### src/rtl/ibex_instr_bus_responder.sv
// Instruction-fetch bus responder in front of a 1-cycle synchronous memory.
// In-order responses after a fixed latency, bounded outstanding count, optional grant stalls.
module ibex_instr_bus_responder #(
    parameter logic [31:0] MemBase        = 32'h0000_0000,
    parameter int          MemSizeBytes   = 65536,
    parameter int          RespLatency    = 1,
    parameter int          MaxOutstanding = 2,
    parameter int          GntStallPeriod = 0,
    localparam int         AW             = $clog2(MemSizeBytes / 4)
) (
    input  logic          clk_i,
    input  logic          rst_ni,
    input  logic          instr_req_i,
    input  logic [31:0]   instr_addr_i,
    output logic          instr_gnt_o,
    output logic          instr_rvalid_o,
    output logic [31:0]   instr_rdata_o,
    output logic          instr_err_o,
    output logic          mem_req_o,
    output logic [AW-1:0] mem_addr_o,
    input  logic [31:0]   mem_rdata_i,
    output logic [2:0]    outstanding_o
);

    localparam int SW = (GntStallPeriod > 1) ? $clog2(GntStallPeriod) : 1;

    logic [31:0]          off;
    logic                 dec_err;
    logic [2:0]           cnt_q;
    logic                 stall_q;
    logic [SW-1:0]        st_cnt_q;
    logic                 st_wrap;
    logic [RespLatency-1:0] v_q;
    logic [RespLatency-1:0] e_q;
    logic [31:0]          data_last;

    // Address decode and grant gating (a retiring response frees its slot)
    always_comb begin
        off         = instr_addr_i - MemBase;
        dec_err     = (off >= 32'(MemSizeBytes)) | (|instr_addr_i[1:0]);
        instr_gnt_o = instr_req_i & ~stall_q
                    & ((cnt_q < 3'(MaxOutstanding)) | instr_rvalid_o);
        mem_req_o   = instr_gnt_o & ~dec_err;
        mem_addr_o  = mem_req_o ? off[AW+1:2] : '0;
        st_wrap     = (st_cnt_q == SW'(GntStallPeriod - 1));
    end

    // Response valid/err pipeline: stage 1 loaded every cycle from the grant
    always_ff @(posedge clk_i or negedge rst_ni) begin
        if (!rst_ni) begin
            v_q <= '0;
            e_q <= '0;
        end else begin
            v_q[0] <= instr_gnt_o;
            e_q[0] <= instr_gnt_o & dec_err;
            for (int k = 1; k < RespLatency; k++) begin
                v_q[k] <= v_q[k-1];
                e_q[k] <= e_q[k-1];
            end
        end
    end

    // Read data: direct from memory for latency 1, otherwise carried in stages 2..L
    if (RespLatency == 1) begin : g_direct
        assign data_last = mem_rdata_i;
    end else begin : g_reg
        logic [31:0] d_q [RespLatency-1:1];

        // Capture memory data in the stage-1 cycle and shift toward the output
        always_ff @(posedge clk_i or negedge rst_ni) begin
            if (!rst_ni) begin
                for (int k = 1; k < RespLatency; k++) begin
                    d_q[k] <= '0;
                end
            end else begin
                d_q[1] <= mem_rdata_i;
                for (int k = 2; k < RespLatency; k++) begin
                    d_q[k] <= d_q[k-1];
                end
            end
        end

        assign data_last = d_q[RespLatency-1];
    end

    assign instr_rvalid_o = v_q[RespLatency-1];
    assign instr_err_o    = v_q[RespLatency-1] & e_q[RespLatency-1];
    assign instr_rdata_o  = (instr_rvalid_o & ~instr_err_o) ? data_last : '0;
    assign outstanding_o  = cnt_q;

    // In-flight counter: grant adds, retire removes, both together cancel
    always_ff @(posedge clk_i or negedge rst_ni) begin
        if (!rst_ni) begin
            cnt_q <= '0;
        end else begin
            unique case ({instr_gnt_o, instr_rvalid_o})
                2'b10:   cnt_q <= cnt_q + 3'd1;
                2'b01:   cnt_q <= cnt_q - 3'd1;
                default: cnt_q <= cnt_q;
            endcase
        end
    end

    // Grant stall: mod-P grant counter, wrap blocks the grant for one cycle
    always_ff @(posedge clk_i or negedge rst_ni) begin
        if (!rst_ni) begin
            st_cnt_q <= '0;
            stall_q  <= 1'b0;
        end else begin
            stall_q <= (GntStallPeriod > 0) & instr_gnt_o & st_wrap;
            if (instr_gnt_o) begin
                st_cnt_q <= st_wrap ? '0 : st_cnt_q + 1'b1;
            end
        end
    end

endmodule

### config.mk
export PLATFORM = sky130hd
export DESIGN_NAME = ibex_instr_bus_responder
export DESIGN_NICKNAME = d
export VERILOG_FILES = /design/src/rtl/ibex_instr_bus_responder.sv
export SDC_FILE = /design/constraint.sdc
export NUM_CORES = 1
export LEC_CHECK = 0
export CAP_MARGIN = 20
export CORE_MARGIN = 1
export CORE_UTILIZATION = 22
export DETAILED_ROUTE_END_ITERATION = 7
export PLACE_DENSITY = 0.8
export SYNTH_ARGS = -nofsm -noshare
export SYNTH_HDL_FRONTEND = slang
export SYNTH_SLANG_ARGS = --single-unit
### constraint.sdc
create_clock -name clk_i -period 2.1 [get_ports clk_i]
set_input_delay 0.315 -clock clk_i [delete_from_list [all_inputs] [get_ports clk_i]]
set_output_delay 0.315 -clock clk_i [all_outputs]
set_load 0.01 [all_outputs]
==> impl.org <==
** Power
- IR Drop Worst-Case VDD :: 0.000612 V
- Post-layout power :: 1.28 mW
- Power Density :: 591 nW/um^2
- The analysis attributes to cell leakage a power of 0.984 nW.

** Critical path
- For the worst setup path, the data arrival time is 1.73 ns.
- Counting cells, the worst reg-to-reg path comes to 8.
- The setup path with the least slack is of type in -> out.
- Kind of start point of the critical path :: primary input
- Reg-to-Reg Start :: outstanding_o[2]
- Of all nets on the critical path, the largest fanout is 5.
- Required time of the critical path :: 1.78 ns
- In this run the critical register-to-register path is captured at outstanding_o[2].
- R2R Setup Slk :: 0.05 ns
- Critical Path End Type :: primary output

** Floorplanning
- Number of top-level pins :: 120
- The die is 60.5 um tall.
- FP Rows :: 20
- Initial Utilization :: 0.238
- The core region is 3150 um^2.
- The floorplan step defined a die boundary enclosing 3660 um^2.
- X dimension of the die :: 60.5 um

** STA
- Layout Skew :: 0.00158 ns
- Of the available clock period, the critical path in the final layout requires 0.976.
- Number of setup violations in the final report :: 0
- For the pin with the worst max-slew slack, the measured transition is 0.386 ns.
- Worst relative slew slack :: 0.740
- The final number of hold-violating endpoints came to 0.
- For this run, the top clock speed supported by timing is 488 MHz.
- Min cycle time layout :: 2.05 ns
- Final Max Slew Viols :: 0

** Global route
- Via count of the first global-routing pass :: 1137
- Entering global routing, the biggest net connects 29 pins.
- For this run, the total global-route usage over all layers was measured as 0.168.
- The first global-routing pass estimated 4690 um of wire.
- The number of antenna violations at the first check in global routing is 0.
- Global routing finished with a remaining overflow of 0.

** Layout
- Leaving out fill and tap cells, the most frequent cells in the layout are sky130_fd_sc_hd__clkdlybuf4s50_1 (91), sky130_fd_sc_hd__and2_1 (33), sky130_fd_sc_hd__inv_1 (18), sky130_fd_sc_hd__buf_2 (14), sky130_fd_sc_hd__nor3_2 (12).
- Fill cell instance count of the final layout :: 258
- Fin util :: 0.688
- Most common cell after layout, fill and taps aside :: sky130_fd_sc_hd__clkdlybuf4s50_1
- The count of cells in the finished layout, fillers not included, comes to 275.
- The number of antenna diodes in the final layout is 0.
- Number of nets in the layout :: 301
- Non-Filler Cell Area, Final :: 2170 um^2
- Fraction of layout cells with a size suffix above 1 :: 0.251
- Synthesis-to-layout area growth :: 188%

** Route
- Detailed-route DRC error count :: 0
- In the routed layout, each cell is associated on average with a via count of 4.33.
- For this block, the initial DRC count from the detailed router was 32.
- Routed len/inst :: 13.4 um
- The pre-antenna-repair detailed-routing pass consisted of 4 iterations.
- Count of vias placed by the detailed router :: 1192
- Wire length reported by the detailed router :: 3690 um
- Number of routed nets with antenna violations :: 0

** Synth
- Dominant register cell in the synthesized netlist :: sky130_fd_sc_hd__dfrtp_1
- Yosys mapped a number of flops with a built-in enable equal to 0.
- The synthesized design contains 5 register bits.
- Yosys printed 0 warnings.
- Cell count after synthesis :: 96
- Post-Syn Nets :: 165
- Of all flip-flops after synthesis, the portion carrying an async set or reset was 1.00.
- Area fraction of the dominant cell type after synthesis :: 0.275
- The synthesized netlist contains 22 unique library cells.
- Combined area of all synthesized cells :: 752 um^2
- Share of synthesized area occupied by flip-flops and latches :: 0.166
- After synthesis, the mean cell area works out to 7.83 um^2.
- The biggest area contributor in the post-synthesis netlist is sky130_fd_sc_hd__and2_1.
- Ranked by total cell area, the synthesized netlist is headed by sky130_fd_sc_hd__and2_1 (27%), sky130_fd_sc_hd__dfrtp_1 (17%), sky130_fd_sc_hd__nor3_2 (12%), sky130_fd_sc_hd__inv_1 (9.0%), sky130_fd_sc_hd__nor4_2 (5.0%).

** Placement
- Cell count after placement :: 262
- Count of buffers from port buffering :: 119
- Detailed placement ended at an HPWL of 2590 um.
- The placed instances occupy a cell area of 2040 um^2.
- Routability-driven placement finished with a final weighted congestion of 0.689.

** CTS
- The tree is rooted in a sky130_fd_sc_hd__clkbuf_4.
- TritonCTS built the clock tree.
- Clock-pin slew was measured on the worst setup and hold paths at 0.04 ns.
- CTS sink count :: 5
- Clock tree synthesis inserted a total of 3 buffers.
- After clock tree synthesis, the flow added hold-fix buffers numbering 0.
- Clock insertion delay at the later pin of the skew report :: 0.24 ns
- H-tree level count :: 1
- The longest clock path from root to sink contains 2 buffers.

** Status
- The run finished with clean final reports.

** Min path
- HP Class :: in -> async

** Flow run
- MaxCap Viol Count :: 0
[how the worst max path moves through the flow]
stage,from,slack (ns),end,cells past startpoint
3_5_place_dp,instr_addr_i[0],-0.47,mem_addr_o[7],6
3_3_place_gp,instr_addr_i[0],-0.42,mem_addr_o[6],6
4_1_cts,instr_addr_i[18],-0.05,mem_addr_o[3],6
6_report,instr_addr_i[31],0.05,mem_addr_o[13],6
5_1_grt,outstanding_o[1],-0.08,outstanding_o[2],8
2_1_floorplan,outstanding_o[1],0.25,outstanding_o[2],8
[metrics by stage]
stage | hold WS [ns] | setup TNS [ns] | setup slack, ns
finish | 0.297 | 0 | 0.0501
global placement | 0.504 | -6.00 | -0.422
floorplan | 0.0194 | 0 | 0.248
global route | 0.313 | -0.183 | -0.0760
CTS | 0.296 | -0.137 | -0.0549
detailed placement | 0.498 | -6.58 | -0.469
[final cells by class]
| cell class | instances | area (um^2) | area share |
|---|---|---|---|
| Timing Repair Buffer | 136 | 1310 | 0.602 |
| Multi-Input combinational cell | 68 | 587 | 0.271 |
| Clock buffer | 4 | 26.3 | 0.0121 |
| Inverter | 18 | 67.6 | 0.0312 |
| Sequential cell | 5 | 126 | 0.0583 |
| Tap cell | 44 | 55.1 | 0.0254 |
[cells in the mapped netlist (2+ instances only)]
library cell	number
sky130_fd_sc_hd__nor3_2	9
sky130_fd_sc_hd__dfrtp_1	5
sky130_fd_sc_hd__and2_1	33
sky130_fd_sc_hd__nor3_1	5
sky130_fd_sc_hd__nor2_1	3
sky130_fd_sc_hd__clkbuf_1	3
sky130_fd_sc_hd__nor4_2	3
sky130_fd_sc_hd__buf_6	2
sky130_fd_sc_hd__o21ai_0	2
sky130_fd_sc_hd__inv_1	18
sky130_fd_sc_hd__xor2_1	2
[routing by layer]
| layer | part of all wire | global-route usage | vias up |
|---|---|---|---|
| met1 | 0.32 | 0.152 | 540 |
| met2 | 0.55 | 0.352 | 81 |
| met3 | 0.12 | 0.0448 | 4 |
| li1 | - | - | 567 |
| met5 | 0 | 0 | - |
| met4 | 0.0084 | 0.0519 | 0 |
[flip-flops by register name, summed over array words and instances, names as in the netlist]
name and count:
e_q 1, outstanding_o 3, instr_rvalid_o 1
[report_power, final]
group	switching, mW	internal (mW)	total (mW)
clock network	0.0415	0.0720	0.113
registers	0.0565	0.146	0.202
logic	0.391	0.575	0.966
[kinds of logic after synthesis]
kind of cell | share of synthesized area
AOI/OAI and AO/OA | 0.0566
buffers and inverters | 0.135
adders and majority gates | 0.0433
DFF | 0.166
and+or+nand+nor | 0.564
xor gates and xnor gates | 0.0349
[worst max-delay path, cell delays in order]
cell	delay [ns]
sky130_fd_sc_hd__dlygate4sd2_1	0.26
sky130_fd_sc_hd__nor4_4	0.35
sky130_fd_sc_hd__o2111ai_4	0.22
sky130_fd_sc_hd__buf_4	0.18
sky130_fd_sc_hd__nor3_2	0.15
sky130_fd_sc_hd__clkdlybuf4s15_2	0.26
[repair_timing]
action | CTS | global route
pin swaps | 5 | 6
resized for setup | 73 | 22
buffers inserted | 4 | 3
cloned | 1 | 1
setup endpoints to repair | 43 | 45
No activity file was read; power rests on OpenSTA's default activity.
